--- src/rtl/mantissa_div_seq.sv ---
// rtl/mantissa_div_seq.sv - sequential restoring divider for normalised mantissas
// One quotient bit per clock; valid/ready on both the operand and the result side.
module mantissa_div_seq #(
    parameter int BASELINE       = 15,
    parameter int MANTISSA_WIDTH = 15,
    parameter int CNT_W          = 5
) (
    input  logic                                       clk,
    input  logic                                       rst_n,
    input  logic                                       in_valid,
    output logic                                       in_ready,
    input  logic [BASELINE-1:BASELINE-MANTISSA_WIDTH]  Mantissa_X,
    input  logic [BASELINE-1:BASELINE-MANTISSA_WIDTH]  Mantissa_Y,
    output logic                                       out_valid,
    input  logic                                       out_ready,
    output logic [BASELINE-1:BASELINE-MANTISSA_WIDTH]  Mantissa_Out,
    output logic                                       Shift,
    output logic                                       Inexact
);

    localparam int W = MANTISSA_WIDTH;

    typedef enum logic [1:0] {
        S_IDLE,
        S_NORM,
        S_ITER,
        S_DONE
    } state_t;

    state_t           r_state;
    logic [W:0]       r_a;
    logic [W:0]       r_b;
    logic [W+1:0]     r_rem;
    logic [W-1:0]     r_q;
    logic [CNT_W-1:0] r_cnt;
    logic             r_shift_n;
    logic             r_in_ready;
    logic             r_out_valid;
    logic [W-1:0]     r_mant_out;
    logic             r_shift;
    logic             r_inexact;

    logic [W+1:0]     w_b_ext;
    logic             w_bit;
    logic [W+1:0]     w_diff;
    logic [W+1:0]     w_rem_next;
    logic [W-1:0]     w_q_next;
    logic             w_last;

    // R stays below 2B, so the difference never needs bit W+1 and the shift drops nothing.
    // The hidden quotient bit falls off the top of the W-bit shift register.
    always_comb begin
        w_b_ext    = {1'b0, r_b};
        w_bit      = (r_rem >= w_b_ext);
        w_diff     = w_bit ? (r_rem - w_b_ext) : r_rem;
        w_rem_next = w_diff << 1;
        w_q_next   = {r_q[W-2:0], w_bit};
        w_last     = (r_cnt == CNT_W'(W));
    end

    always_ff @(posedge clk or negedge rst_n) begin
        if (!rst_n) begin
            r_state     <= S_IDLE;
            r_a         <= '0;
            r_b         <= '0;
            r_rem       <= '0;
            r_q         <= '0;
            r_cnt       <= '0;
            r_shift_n   <= 1'b0;
            r_in_ready  <= 1'b0;
            r_out_valid <= 1'b0;
            r_mant_out  <= '0;
            r_shift     <= 1'b0;
            r_inexact   <= 1'b0;
        end else begin
            case (r_state)
                S_IDLE: begin
                    if (r_in_ready && in_valid) begin
                        r_a        <= {1'b1, Mantissa_X};
                        r_b        <= {1'b1, Mantissa_Y};
                        r_in_ready <= 1'b0;
                        r_state    <= S_NORM;
                    end else begin
                        r_in_ready <= 1'b1;
                    end
                end
                S_NORM: begin
                    if (r_a >= r_b) begin
                        r_shift_n <= 1'b0;
                        r_rem     <= {1'b0, r_a};
                    end else begin
                        r_shift_n <= 1'b1;
                        r_rem     <= {r_a, 1'b0};
                    end
                    r_q     <= '0;
                    r_cnt   <= '0;
                    r_state <= S_ITER;
                end
                S_ITER: begin
                    r_q   <= w_q_next;
                    r_rem <= w_rem_next;
                    r_cnt <= r_cnt + 1'b1;
                    if (w_last) begin
                        r_out_valid <= 1'b1;
                        r_mant_out  <= w_q_next;
                        r_shift     <= r_shift_n;
                        r_inexact   <= |w_rem_next;
                        r_state     <= S_DONE;
                    end
                end
                S_DONE: begin
                    if (out_ready) begin
                        r_out_valid <= 1'b0;
                        r_in_ready  <= 1'b1;
                        r_state     <= S_IDLE;
                    end
                end
                default: begin
                    r_state <= S_IDLE;
                end
            endcase
        end
    end

    assign in_ready     = r_in_ready;
    assign out_valid    = r_out_valid;
    assign Mantissa_Out = r_mant_out;
    assign Shift        = r_shift;
    assign Inexact      = r_inexact;

endmodule

--- config.mk ---
export PLATFORM = sky130hd
export DESIGN_NAME = mantissa_div_seq
export DESIGN_NICKNAME = d
export VERILOG_FILES = /design/src/rtl/mantissa_div_seq.sv
export SDC_FILE = /design/constraint.sdc
export NUM_CORES = 1
export LEC_CHECK = 0
export CAP_MARGIN = 10
export CORE_MARGIN = 8
export CORE_UTILIZATION = 40
export CTS_CLUSTER_DIAMETER = 40
export DETAILED_ROUTE_END_ITERATION = 12
export PLACE_DENSITY = 0.7
export SLEW_MARGIN = 20
export SYNTH_ARGS = -nofsm -noshare
export SYNTH_HDL_FRONTEND = slang
export SYNTH_SLANG_ARGS = --single-unit
--- constraint.sdc ---
create_clock -name clk -period 8 [get_ports clk]
set_clock_uncertainty 0.05 [all_clocks]
set_input_delay 0.8 -clock clk [delete_from_list [all_inputs] [get_ports clk]]
set_output_delay 0.8 -clock clk [all_outputs]
set_load 0.02 [all_outputs]
==> impl_metrics.tcl <==
set metrics [dict create \
    final_cell_mix "dfrtp_1 (89), nand2_1 (52), inv_1 (51), o21ai_0 (51), clkdlybuf4s50_1 (51)" \
    synth.distinct_cells 64 \
    diodes 0 \
    seq_area_frac_synth_pct 40.8 \
    period_minus_slack_ps 3430 \
    hp-class "in2async" \
    nets 691 \
    grt.overflow.total 0 \
    fillers 1236 \
    grt_pass1_vias 4433 \
    rows 42 \
    io_pins 53 \
    wl_per_cell_um 16.7 \
    netlist_top_cells_area "dfrtp_1 (41%), ha_1 (8.5%), mux2_2 (6.6%)" \
    finalMaxSlewViolations 0 \
    drive_above_1_share_pct 10.1 \
    antenna_found_initial 0 \
    period_share_pct 42.9 \
    critPathSlowestCell "nand2_1" \
    grt_pass1_wl_um 22500 \
    syn-num-nets 660 \
    synth_edf_count 0 \
    clock_sinks 89 \
    r2r_cells 10 \
    netlist.area_leader.share_pct 40.8 \
    finalHoldViolCount 0 \
    ys_ff_latch 89 \
    gp_congestion 0.853 \
    synth_largest_area_cell "dfrtp_1" \
    crit_fanout 21 \
    fmax_ghz 0.292 \
    required_ps 8180 \
    grt_setup_unrepaired "no" \
    setup_viol 0 \
    path_cells "inv_1 > ha_1 > a21o_1 > a211oi_1 > o311a_1 > o21ai_1 > nand2_1 > o2111ai_1 > a2111oi_2 > a21oi_1" \
    ant_nets 0 \
    die_w_um 133 \
    grt_max_degree 67 \
    relSlewSlack_pct 39.0 \
    clkLatencyLatePin_ps 350 \
    timing.rr.end "Inexact$_DFFE_PN0P_" \
    critPathKind "reg2reg" \
    cts_hold_buf 0 \
    drcViolationCount 0 \
    clkTransAtPathRegs_ps 70 \
    syn_area_per_cell_sq_um 9.28 \
    first_pass_iters 5 \
    reg2reg_setup_slack_ps 4570 \
    syn-cell-area_sq_um 5460 \
    postCtsSetupBuffers 0 \
    endpoint_kind "flop" \
    max_slew.worst_pin.slew_ps 913 \
    r2r_start "r_b[14]$_DFFE_PN0P_" \
    cts_tree "built" \
    start_kind "flop" \
    cap_violations 0 \
    critPathArrivalTime_ps 3610 \
    start_util_pct 41.1 \
    die-height_um 133 \
    ys.flop_type "dfrtp_1" \
    htree_levels 3 \
    post-dp-hpwl_um 9740 \
    max_stage_delay_ps 640 \
    syn2layout_area_growth_pct 17.1 \
    drt_iter0_drc 336 \
    via_count 4562 \
    coreArea_sq_um 13300 \
    wl_um 13400 \
    die_area_sq_um 17600 \
    grtUsageTotal_pct 15.6 \
    path_delay_family "compound AO/OA/AOI/OAI gates" \
    status "finished, final reports clean" \
    cts-root-buf "clkbuf_16" \
    ys.warnings.count 0 \
    drt-vias-per-instance 5.70 \
    clk_path_buf_depth 2 \
    syn_inst 588 \
    final_common_cell "dfrtp_1" \
    ys_async_sr_fraction_pct 100 \
    cts_buffers 9 \
    holdWs_ps 278 \
    cts_resized 0 \
    path_buf_inv 1 \
    port_buffers 52 \
    setup_tns_ps 0 \
]
-- kinds of logic after synthesis --
family | count (synthesis) | synth area share (%)
fa+ha+maj | 38 | 8.85
compound gates | 169 | 21.3
mux | 33 | 6.78
flops | 89 | 40.8
xor+xnor | 9 | 1.44
simple gates | 163 | 14.5
buf+inv | 87 | 6.28
-- per-stage QoR --
| stage | setup WS, ps | cells | util, % | area, sq um |
|---|---|---|---|---|
| after CTS | 4610 | 800 | 48.1 | 6390 |
| final | 4570 | 800 | 48.1 | 6390 |
| after global routing | 4330 | 800 | 48.1 | 6390 |
| after detailed placement | 4660 | 784 | 45.7 | 6080 |
| after floorplan | 5260 | 588 | - | 5460 |
| after global placement | 4690 | 784 | 45.7 | 6080 |
-- Yosys cell counts, drive strengths merged, types with 6 or more instances --
master,n
dfrtp,89
a31oi,12
nand2,52
a211oi,6
ha,37
nand4,10
o21ai,54
nand3,29
clkbuf,22
a21o,6
buf,14
inv,51
o32a,10
mux2,32
a21oi,27
a32o,12
nor3,18
nor2,27
-- flip-flops by register name, summed over array words and instances, names as in the netlist --
register      count
r_shift_n         1
Mantissa_Out     15
out_valid         1
r_b              15
r_cnt             5
Shift             1
r_state           2
Inexact           1
r_a              16
r_rem            17
in_ready          1
r_q              14
-- final cells by class --
class	instances	area [sq um]	area share [%]
multi-input cells	412	2890	45.2
clock inverters	6	75.1	1.17
well taps	176	220	3.45
inverters	51	191	3.00
repair buffers	56	548	8.57
flip-flops and latches	89	2230	34.8
clock buffers	10	239	3.74
-- how the worst max path moves through the flow --
stage / from / end / slack, ps / depth (start not counted)
6_report: r_b[14]$_DFFE_PN0P_ / Inexact$_DFFE_PN0P_ / 4570 / 10
5_1_grt: r_b[14]$_DFFE_PN0P_ / Inexact$_DFFE_PN0P_ / 4330 / 10
3_5_place_dp: r_b[14]$_DFFE_PN0P_ / Inexact$_DFFE_PN0P_ / 4660 / 10
2_1_floorplan: r_rem[0]$_DFFE_PN0P_ / Inexact$_DFFE_PN0P_ / 5260 / 12
3_3_place_gp: r_b[14]$_DFFE_PN0P_ / Inexact$_DFFE_PN0P_ / 4690 / 10
4_1_cts: r_b[14]$_DFFE_PN0P_ / Inexact$_DFFE_PN0P_ / 4610 / 10
-- worst reg2reg max path: stages, from the launching register on --
cell and delay [ps]:
dfrtp_1 350, inv_1 80, ha_1 360, a21o_1 190
a211oi_1 450, o311a_1 270, o21ai_1 110, nand2_1 640
o2111ai_1 250, a2111oi_2 430, a21oi_1 110
-- routing by layer --
layer	part of all wire [%]	GRT usage, %	routed length [um]
met4	1.9	6.06	257
met3	5.5	3.79	736
met2	46	24.2	6200
met1	46	20.4	6180
met5	0	0	0
Power is left out: the tool's default activity adds up to more than one toggle a clock period on the data nets, which glitch-free logic cannot reach.
